==> config.mk <==
export PLATFORM = sky130hd
export DESIGN_NAME = alu_issue_stage
export DESIGN_NICKNAME = d
export VERILOG_FILES = /design/src/rtl/alu_issue_stage.sv
export SDC_FILE = /design/constraint.sdc
export NUM_CORES = 1
export LEC_CHECK = 0
export CAP_MARGIN = 20
export CORE_MARGIN = 5
export CORE_UTILIZATION = 40
export CTS_BUF_LIST = sky130_fd_sc_hd__clkbuf_2
export CTS_CLUSTER_SIZE = 16
export DETAILED_ROUTE_END_ITERATION = 12
export DONT_BUFFER_PORTS = 1
export GPL_TIMING_DRIVEN = 0
export SYNTH_ARGS = -nofsm -noshare
export SYNTH_HDL_FRONTEND = slang
export SYNTH_SLANG_ARGS = --single-unit
==> constraint.sdc <==
create_clock -name clk -period 2.4 [get_ports clk]
set_input_delay 0.6 -clock clk [delete_from_list [all_inputs] [get_ports clk]]
set_output_delay 0.6 -clock clk [all_outputs]
set_load 0.03 [all_outputs]
==> src/rtl/alu_issue_stage.sv <==
// alu_issue_stage: decode-and-issue stage in front of the 16-bit ALU.
// Accepts MSP430-style register-mode Format I words and RRC, reads the
// register file, and issues registered operands. A pending scoreboard
// stalls on RAW/WAW hazards until the matching writeback returns.
// Optional feature macro: ALU_ISSUE_BYTE_EN. When it is defined, B/W=1 is
// legal, operands are zero-extended from their low byte, and alu_byte_o exists.

module alu_issue_stage #(
  parameter int NREG = 16
) (
  input  logic        clk,
  input  logic        rst_n,
  input  logic        ins_valid_i,
  output logic        ins_ready_o,
  input  logic [15:0] ins_word_i,
  output logic [15:0] alu_a_o,
  output logic [15:0] alu_b_o,
  output logic [4:0]  alu_sel_o,
  output logic [3:0]  alu_dst_o,
  output logic        alu_wb_o,
  output logic        alu_valid_o,
  output logic        illegal_o,
`ifdef ALU_ISSUE_BYTE_EN
  output logic        alu_byte_o,
`endif
  input  logic        wb_valid_i,
  input  logic        wb_en_i,
  input  logic [3:0]  wb_dst_i,
  input  logic [15:0] wb_data_i
);

  typedef enum logic [1:0] {
    IDLE  = 2'd0,
    CHECK = 2'd1,
    ISSUE = 2'd2
  } state_e;

  state_e state_q, state_d;

  logic [15:0]     word_q;
  logic [15:0]     regFile_q [NREG];
  logic [NREG-1:0] pending_q, pending_d;

  logic [15:0] aluA_q, aluB_q;
  logic [4:0]  aluSel_q;
  logic [3:0]  aluDst_q;
  logic        aluWb_q;
  logic        issueIllegal_q;
  logic        aluValid_q;
  logic        illegalPulse_q;
`ifdef ALU_ISSUE_BYTE_EN
  logic        aluByte_q;
`endif

  // Instruction word fields
  logic [3:0]  opField;
  logic [3:0]  srcIdx;
  logic [3:0]  dstIdx;
  logic        adBit;
  logic        bwBit;
  logic [1:0]  asBits;
  logic        isFormatI;
  logic        isRrc;

  assign opField   = word_q[15:12];
  assign srcIdx    = word_q[11:8];
  assign dstIdx    = word_q[3:0];
  assign adBit     = word_q[7];
  assign bwBit     = word_q[6];
  assign asBits    = word_q[5:4];
  assign isFormatI = (opField[3:2] != 2'b00);
  assign isRrc     = (word_q[15:10] == 6'b000100) && (word_q[9:7] == 3'b000);

  // Register reads use the pre-edge contents; a same-cycle writeback is not bypassed
  logic [15:0] rawSrc, rawDst, srcVal, dstVal;
  logic        bwIllegal;

  assign rawSrc = regFile_q[srcIdx];
  assign rawDst = regFile_q[dstIdx];

`ifdef ALU_ISSUE_BYTE_EN
  assign srcVal    = bwBit ? {8'h00, rawSrc[7:0]} : rawSrc;
  assign dstVal    = bwBit ? {8'h00, rawDst[7:0]} : rawDst;
  assign bwIllegal = 1'b0;
`else
  assign srcVal    = rawSrc;
  assign dstVal    = rawDst;
  assign bwIllegal = bwBit;
`endif

  // Illegal: indexed/indirect modes, unknown low opcodes, or an unsupported byte op.
  // For Format II bit 7 belongs to the opcode, so Ad is only checked on Format I.
  logic decIllegal;
  assign decIllegal = (asBits != 2'b00)
                    | (isFormatI & adBit)
                    | (~isFormatI & ~isRrc)
                    | bwIllegal;

  // Format I reads src and dst; RRC reads and writes its single register
  logic hazard;
  assign hazard = pending_q[dstIdx] | (isFormatI & pending_q[srcIdx]);

  logic doIssue;
  assign doIssue = (state_q == CHECK) && !decIllegal && !hazard;

  // Decode the latched word into ALU select, operand routing and writeback flag
  logic [4:0]  decSel;
  logic [15:0] decA, decB;
  logic        decWb;

  always_comb begin
    decSel = 5'b00000;
    decA   = 16'h0000;
    decB   = 16'h0000;
    decWb  = 1'b0;
    case (opField)
      4'h4: begin decSel = 5'b00000; decB = srcVal; decWb = 1'b1; end
      4'h5: begin decSel = 5'b00001; decA = dstVal; decB = srcVal; decWb = 1'b1; end
      4'h6: begin decSel = 5'b00010; decA = dstVal; decB = srcVal; decWb = 1'b1; end
      4'h7: begin decSel = 5'b00100; decA = dstVal; decB = srcVal; decWb = 1'b1; end
      4'h8: begin decSel = 5'b00011; decA = dstVal; decB = srcVal; decWb = 1'b1; end
      4'h9: begin decSel = 5'b00101; decA = dstVal; decB = srcVal; decWb = 1'b0; end
      4'hA: begin decSel = 5'b00110; decA = dstVal; decB = srcVal; decWb = 1'b1; end
      4'hB: begin decSel = 5'b00111; decA = srcVal; decB = dstVal; decWb = 1'b0; end
      4'hC: begin decSel = 5'b01000; decA = srcVal; decB = dstVal; decWb = 1'b1; end
      4'hD: begin decSel = 5'b01001; decA = srcVal; decB = dstVal; decWb = 1'b1; end
      4'hE: begin decSel = 5'b01010; decA = dstVal; decB = srcVal; decWb = 1'b1; end
      4'hF: begin decSel = 5'b01011; decA = dstVal; decB = srcVal; decWb = 1'b1; end
      default: begin decSel = 5'b10000; decB = dstVal; decWb = 1'b1; end
    endcase
  end

  // Next-state logic for the IDLE -> CHECK -> ISSUE sequence
  always_comb begin
    state_d = state_q;
    case (state_q)
      IDLE:    if (ins_valid_i) state_d = CHECK;
      CHECK:   if (decIllegal || !hazard) state_d = ISSUE;
      ISSUE:   state_d = IDLE;
      default: state_d = IDLE;
    endcase
  end

  // State register
  always_ff @(posedge clk or negedge rst_n) begin
    if (!rst_n) state_q <= IDLE;
    else        state_q <= state_d;
  end

  // Ready is held low while reset is asserted even though the state is IDLE
  assign ins_ready_o = rst_n && (state_q == IDLE);

  // Latch the instruction word on a handshake
  always_ff @(posedge clk or negedge rst_n) begin
    if (!rst_n)                                   word_q <= 16'h0000;
    else if (state_q == IDLE && ins_valid_i)      word_q <= ins_word_i;
  end

  // Scoreboard update: writeback clears first, then an issue sets, so set wins
  always_comb begin
    pending_d = pending_q;
    if (wb_valid_i)         pending_d[wb_dst_i] = 1'b0;
    if (doIssue && decWb)   pending_d[dstIdx]   = 1'b1;
  end

  // Scoreboard register
  always_ff @(posedge clk or negedge rst_n) begin
    if (!rst_n) pending_q <= '0;
    else        pending_q <= pending_d;
  end

  // Register file written only by returning writebacks with wb_en set
  always_ff @(posedge clk or negedge rst_n) begin
    if (!rst_n) begin
      for (int i = 0; i < NREG; i++) regFile_q[i] <= 16'h0000;
    end else if (wb_valid_i && wb_en_i) begin
      regFile_q[wb_dst_i] <= wb_data_i;
    end
  end

  // Operand outputs load on issue and hold until the next issue
  always_ff @(posedge clk or negedge rst_n) begin
    if (!rst_n) begin
      aluA_q   <= 16'h0000;
      aluB_q   <= 16'h0000;
      aluSel_q <= 5'b00000;
      aluDst_q <= 4'h0;
      aluWb_q  <= 1'b0;
    end else if (doIssue) begin
      aluA_q   <= decA;
      aluB_q   <= decB;
      aluSel_q <= decSel;
      aluDst_q <= dstIdx;
      aluWb_q  <= decWb;
    end
  end

`ifdef ALU_ISSUE_BYTE_EN
  // Byte flag travels with the operands
  always_ff @(posedge clk or negedge rst_n) begin
    if (!rst_n)       aluByte_q <= 1'b0;
    else if (doIssue) aluByte_q <= bwBit;
  end

  assign alu_byte_o = aluByte_q;
`endif

  // Remember whether the word leaving CHECK was illegal so ISSUE picks the right strobe
  always_ff @(posedge clk or negedge rst_n) begin
    if (!rst_n)                  issueIllegal_q <= 1'b0;
    else if (state_q == CHECK)   issueIllegal_q <= decIllegal;
  end

  // One-cycle strobes registered out of the ISSUE state
  always_ff @(posedge clk or negedge rst_n) begin
    if (!rst_n) begin
      aluValid_q     <= 1'b0;
      illegalPulse_q <= 1'b0;
    end else begin
      aluValid_q     <= (state_q == ISSUE) && !issueIllegal_q;
      illegalPulse_q <= (state_q == ISSUE) &&  issueIllegal_q;
    end
  end

  assign alu_a_o     = aluA_q;
  assign alu_b_o     = aluB_q;
  assign alu_sel_o   = aluSel_q;
  assign alu_dst_o   = aluDst_q;
  assign alu_wb_o    = aluWb_q;
  assign alu_valid_o = aluValid_q;
  assign illegal_o   = illegalPulse_q;

endmodule

==> results of run 1 <==
timing repair:
action	in CTS	in global routing
endpoints found under the setup margin	62	111
gates cloned	1	3
endpoints found under the hold margin	459	335
resized for setup	103	54
buffers inserted	7	7
pin swaps	1	4
stage by stage:
| stage | hold slack (ns) | total power [mW] | instance area [µm²] |
|---|---|---|---|
| 6_report | -0.715 | 24.3 | 20100 |
| 5_1_grt | -0.789 | 25.6 | 20100 |
| 4_1_cts | -0.800 | 23.9 | 19800 |
| 3_5_place_dp | 0.338 | 19.2 | 18300 |
| 3_3_place_gp | 0.339 | 19.1 | 18300 |
| 2_1_floorplan | 0.304 | 15.9 | 17600 |
per-layer routing:
layer	track usage [%]	up-vias	share of wire [%]
met3	6.21	122	8.1
met2	34.3	447	47
met1	28.3	6233	42
met4	7.61	0	3.2
li1	-	4969	-
met5	0	-	0
worst max-delay path by stage:
stage               depth (start not counted)             end        start
floorplan                                   6  regFile_q[245]  wb_dst_i[1]
global placement                            7     alu_b_o[14]    word_q[1]
detailed placement                          7      alu_a_o[2]    word_q[1]
CTS                                         1     ins_ready_o   state_q[0]
global route                                8    pending_q[6]    word_q[8]
finish                                      6      alu_b_o[2]   word_q[10]
layout by cell type, fill, tap and decap left out, types with 5 or more instances in the layout:
master and instances:
o41ai_1 11, mux2i_2 5, buf_12 9, clkbuf_2 152, o21ai_0 19, or2_2 6, mux4_2 107, nand2_1 16
clkbuf_1 33, dlygate4sd3_1 37, buf_2 14, nand2b_1 18, mux2i_1 24, mux2_2 329, o221ai_1 11, o22ai_1 31
dfrtp_1 331, clkinv_1 10, buf_8 5, nor2_1 21, o22a_1 11, buf_6 11, buf_4 12, a22o_1 34
a41o_1 5, nand3_1 7, clkbuf_4 7, mux2_4 40, nor2_2 13
registers in the layout, indices dropped and copies added (netlist names):
register,count
alu_a_o,16
alu_b_o,16
alu_dst_o,4
alu_sel_o,5
word_q,16
alu_valid_o,1
issueIllegal_q,1
state_q,2
pending_q,16
illegal_o,1
regFile_q,256
alu_wb_o,1
cell families (layout without fill, tap and decap cells):
group | count (synthesis) | in the layout
mux | 506 | 506
flops | 335 | 335
compound gates | 142 | 142
simple gates | 110 | 110
buf+inv | 107 | 304
other cells | 0 | 2
layout make-up:
type,count,share of cell area (%)
Clock buffer,134,3.34
Inverter,3,0.0561
Multi-Input combinational cell,758,44.3
Sequential cell,335,41.8
Tap cell,585,3.64
Timing Repair Buffer,54,2.88
Clock inverter,15,0.436
Buffer,98,3.57
Antenna cell,2,0.0249
power groups by stage:
stage | combinational [mW] | clock [mW] | sequential, mW
floorplan | 7.74 | 0 | 8.18
global placement | 10.6 | 0 | 8.51
detailed placement | 10.6 | 0 | 8.58
CTS | 11.3 | 4.12 | 8.54
global route | 12.4 | 4.42 | 8.78
finish | 11.8 | 3.98 | 8.60
critical path, delay by kind of cell, from the launching register on:
family                 cells  cell delay, ns
AOI/OAI and AO/OA          1            0.25
muxes                      3            0.83
DFF                        1            0.48
buffers and inverters      2            0.75
==> out/qor.csv, run 1 <==
metric,value,unit
status,finished with violations,
failing checks,"hold timing, setup timing",
Worst Skew,0.0479,ns
Detail Placement HPWL,35300,µm
most common cell in the netlist,dfrtp_1,
Final Hold Viols,335,
Routed Antenna Nets,0,
Static Leak,8.91,nW
Setup WS post-layout,-0.0352,ns
Vias,11800,
"reg-to-reg slack, setup",-0.04,ns
Syn Nets,1241,
Worst R2R Path Depth,6,
die height,220,µm
initial antenna violation count,1,
"Top FF cell, synth",dfrtp_1,
Final TNS setup,-0.156,ns
final wirelength,52400,µm
Via density,5.93,
r2r startpoint,word_q[10],
Achievable Freq,0.411,GHz
total track usage,21.5,%
Final Hold Slack,-0.715,ns
"FFs w/ async S/R, synth",100,%
fin. max-slew vios,0,
vias in the first global route,12400,
sequential area share after synthesis,47.7,%
share of cells above drive strength 1,53.5,%
top post-synthesis cells by area,"dfrtp_1 (48%), mux2_2 (21%), mux4_2 (14%)",
Multi-input gate area,0.00890,mm²
global-route wire length before repair,77800,µm
worst-margin pin slew,1.45,ns
Util after Layout,46.4,%
Max clock buf depth,3,
type of origin of the critical path,flip-flop,
CTS tree,done,
CTS buffer count,90,
DRT iter0 DRCs,941,
endpoints failing setup,12,
Chip Width,220,µm
Max Cap Viol,0,
area grow syn2layout,14.3,%
crit path cell chain,"buf_2, clkbuf_2, mux2i_4, o22a_1, mux2i_1, mux2_4",
dpl cells,1786,
CP Data Required Time,3.25,ns
CTS Root Cell,clkbuf_2,
Net Sw Frac,41.1,%
total power divided by cell area,1210,mW/mm²
internal power,14.3,mW
total grt overflow,0,
Syn Inst Count,1200,
period utilization,101,%
fin cells,1984,
flip-flop and latch area,0.00839,mm²
Row Count,76,
IO Pins,86,
Synth Area in XOR/XNOR,0,%
worst-skew pair later-pin latency,1.01,ns
Synthesis Warnings,0,
main combinational cell family by area after synthesis,multiplexers,
Crit-path slowest cell,dfrtp_1,
Synth area leader,dfrtp_1,
simple-gate share of the synthesized area,3.42,%
Yosys top cell area share,47.7,%
# DRC,0,
Compound-Gate Fraction of Synth Area,6.10,%
Final nets,1381,
Pre-Repair DR Iteration Count,6,
reg2reg end,alu_b_o[2],
unrepaired setup endpoints after global routing,yes,
core area,0.0433,mm²
"top cells by count, synth","dfrtp_1 (335), mux2_2 (330), mux4_2 (107)",
Worst Path Arrival,3.29,ns
worst setup path class,flip-flop to flip-flop,
Synth cell types,41,
FILL cells,3854,
die area,0.0482,mm²
Post-synth EDFFs,0,
Final min period,2.44,ns
clock-pin slew on the worst setup and hold paths,0.10,ns
Seq cells post-synth,335,
synthesized-area fraction occupied by adder cells,0,%
Seq pwr share,35.3,%
CTS sink count,335,
CTS H-Tree Depth,3,
post-synthesis mux area share,39.9,%
Initial Util,40.6,%
largest net degree at the start of global routing,337,
critical path peak fanout,10,
combinational power share,48.4,%
Hold WC Path Type,primary input to async pin,
mapped cell area,0.0176,mm²
"Avg Cell Area, Syn",14.6,µm²
GPL Wtd Cong,0.899,
Sw Pwr,10.0,mW
crit-path max cell delay,0.48,ns
input/output buffers,0,
Setup WS pre-CTS,-0.749,ns
clock share of power,16.3,%
Worst slew margin,3.59,%
Wirelength per Cell,26.4,µm
maximum vdd drop,0.602,mV
Hold Buf Count CTS,37,
Worst setup EP type,flip-flop,
No activity file was read; power rests on OpenSTA's default activity.
==> run 2: changes to the inputs <==
Settings changed: CORE_MARGIN 5 to not set, SKIP_CTS_REPAIR_TIMING set to 1.
==> run 2 against run 1 <==
The flow still finishes with violations (hold timing, setup timing). First-iteration DRC count grew 2.4%. Worst hold slack improved by 0.0079 ns. Sequential share of layout area is 0.11 points lower. Cell area increased by 0.27%. Clock skew rose by 0.044 ns. Combinational power about the same. Non-clock buffer count is 2 higher. Clock power is 2% lower. Sequential power barely moved. Register-to-register slack worse by 0.07 ns. Critical path depth increased by 2. Via count down 0.78%. Largest cell class unchanged.
==> out/qor.csv, run 2 (same netlist as run 1, synthesis figures left out) <==
metric,value,unit,change
GPL Wtd Cong,0.915,,+1.7%
CTS tree,done,,
total power divided by cell area,1210,mW/mm²,about the same
Crit-path slowest cell,mux4_2,,
CTS sink count,335,,unchanged
Worst Path Arrival,3.35,ns,+0.06 ns
Final nets,1382,,+0.072%
most frequent cells in the layout,"dfrtp_1 (331), mux2_2 (330), clkbuf_2 (146)",,
DRT iter0 DRCs,964,,+2.4%
CP Launch Point,word_q[0],,
Worst setup EP type,flip-flop,,
Worst slew margin,32.4,%,+29 points
CTS buffer count,88,,-2.2%
Setup WS post-layout,-0.104,ns,-0.0685 ns
worst setup path class,flip-flop to flip-flop,,
Max Cap Viol,0,,unchanged
vias in the first global route,11800,,-4.3%
Worst Skew,0.0922,ns,+0.0443 ns
Initial Util,40.7,%,+0.089 points
crit-path max cell delay,0.51,ns,+0.03 ns
# DRC,0,,unchanged
period utilization,104,%,+2.9 points
Max clock buf depth,3,,unchanged
Routed Antenna Nets,0,,unchanged
maximum vdd drop,0.528,mV,-12%
CTS Root Cell,clkbuf_2,,
global routing's busiest layer,met2,,
Chip Width,212,µm,-3.6%
fin. max-slew vios,0,,unchanged
r2r startpoint,word_q[0],,
area grow syn2layout,14.6,%,
share of cells above drive strength 1,53.0,%,-0.57 points
GRT met3 Usage,6.35,%,+0.14 points
die area,0.0448,mm²,-7.2%
Final Hold Viols,335,,unchanged
global-route wire length before repair,75600,µm,-2.8%
input/output buffers,0,,unchanged
met1 Resource Use GR,31.3,%,+2.9 points
Via density,5.89,,-0.73%
final wirelength,52600,µm,+0.41%
clock-pin slew on the worst setup and hold paths,0.11,ns,about the same
"Most flops, register",regFile_q,,
CP top delay family,multiplexers,,
Detail Placement HPWL,35000,µm,-0.91%
critical path peak fanout,5,,-5
type of origin of the critical path,flip-flop,,
WP buf/inv,3,,+1
Worst R2R Path Depth,8,,+2
worst-skew pair later-pin latency,1.05,ns,+0.04 ns
CTS H-Tree Depth,3,,unchanged
Vias,11700,,-0.78%
core area,0.0432,mm²,-0.22%
Static Leak,8.94,nW,+0.34%
die height,212,µm,-3.6%
Util after Layout,46.7,%,+0.23 points
status,finished with violations,,
Achievable Freq,0.399,GHz,-2.7%
WP depth,8,,+2
endpoints failing setup,103,,+91
Pre-Repair DR Iteration Count,5,,-1
Final min period,2.50,ns,+0.0685 ns
initial antenna violation count,4,,+3
crit path cell chain,"buf_12, mux4_2, a22o_1, nor2_4, nand4_4, buf_12, buf_16, mux2_4",,
post-route cell area,0.0201,mm²,+0.27%
worst-margin pin slew,1.01,ns,-0.432 ns
placed inst area,0.0183,mm²,about the same
PnR Total Power,24.4,mW,+0.27%
IO Pins,86,,unchanged
CP Data Required Time,3.25,ns,about the same
Hold WC Path Type,primary input to async pin,,
largest net degree at the start of global routing,337,,unchanged
Final Hold Slack,-0.707,ns,+0.00786 ns
total grt overflow,0,,unchanged
Wirelength per Cell,26.5,µm,+0.46%
met2 Usage GRT,36.0,%,+1.8 points
Most common cell on crit path,buf_12,,
Row Count,76,,unchanged
Largest register FFs,256,,unchanged
failing checks,"hold timing, setup timing",,
total track usage,23.1,%,+1.6 points
unrepaired setup endpoints after global routing,yes,,
"most common cell after layout, fill and taps aside",dfrtp_1,,
## run 2: cell types whose count changed in the layout (fill, tap and decap cells not counted), sizes merged
cell | before | now
diode | 2 | 3
nand3 | 8 | 9
inv | 6 | 3
clkbuf | 196 | 193
buf | 53 | 51
clkinvlp | 0 | 1
clkinv | 11 | 15
## run 2: worst register-to-register path, cell delays in order (launching register included)
cell     delay [ns]
dfrtp_2        0.47
buf_12         0.16
mux4_2         0.51
a22o_1         0.22
nor2_4         0.17
nand4_4        0.15
buf_12         0.21
buf_16         0.16
mux2_4         0.30
## run 2: per-layer routing
metal | part of all wire, % | wire length [µm]
met2 | 47 | 24700
met4 | 2.6 | 1340
met5 | 0 | 0
met1 | 43 | 22500
met3 | 7.6 | 4000
## run 2: where the power goes
group          switching, mW  internal [mW]  leakage [nW]  total, mW
logic                   6.03           5.87          4.06       11.9
clock network           2.41           1.50         0.572       3.91
registers               1.67           6.94          4.30       8.60
total                   10.1           14.3          8.94       24.4
## run 2: path summary, 6_finish.rpt
kind / endpoint / slack (ns)
min: pending_q[1] / -0.71
max reg2reg: alu_b_o[14] / -0.10
min reg2reg: alu_valid_o / 0.44
min in group clk: regFile_q[127] / 0.09
max in group asynchronous: regFile_q[56] / 2.27
max: alu_b_o[14] / -0.10
## run 2: final cells by class
| type | count | area (µm²) |
|---|---|---|
| Antenna cell | 3 | 7.51 |
| Buffer | 100 | 732 |
| Clock buffer | 127 | 636 |
| Clock inverter | 17 | 97.6 |
| Fill cell | 3870 | 23000 |
| Inverter | 3 | 11.3 |
| Multi-Input combinational cell | 759 | 8900 |
| Sequential cell | 335 | 8390 |
| Tap cell | 585 | 732 |
| Timing Repair Buffer | 54 | 642 |
## run 2: metrics by stage
| stage | worst slack, ns | setup TNS (ns) | cells |
|---|---|---|---|
| global route | -0.213 | -6.66 | 1983 |
| CTS | -0.876 | -29.77 | 1930 |
| global placement | -0.767 | -86.06 | 1785 |
| finish | -0.104 | -5.47 | 1983 |
| detailed placement | -0.854 | -88.27 | 1786 |
| floorplan | 0.183 | 0 | 1200 |
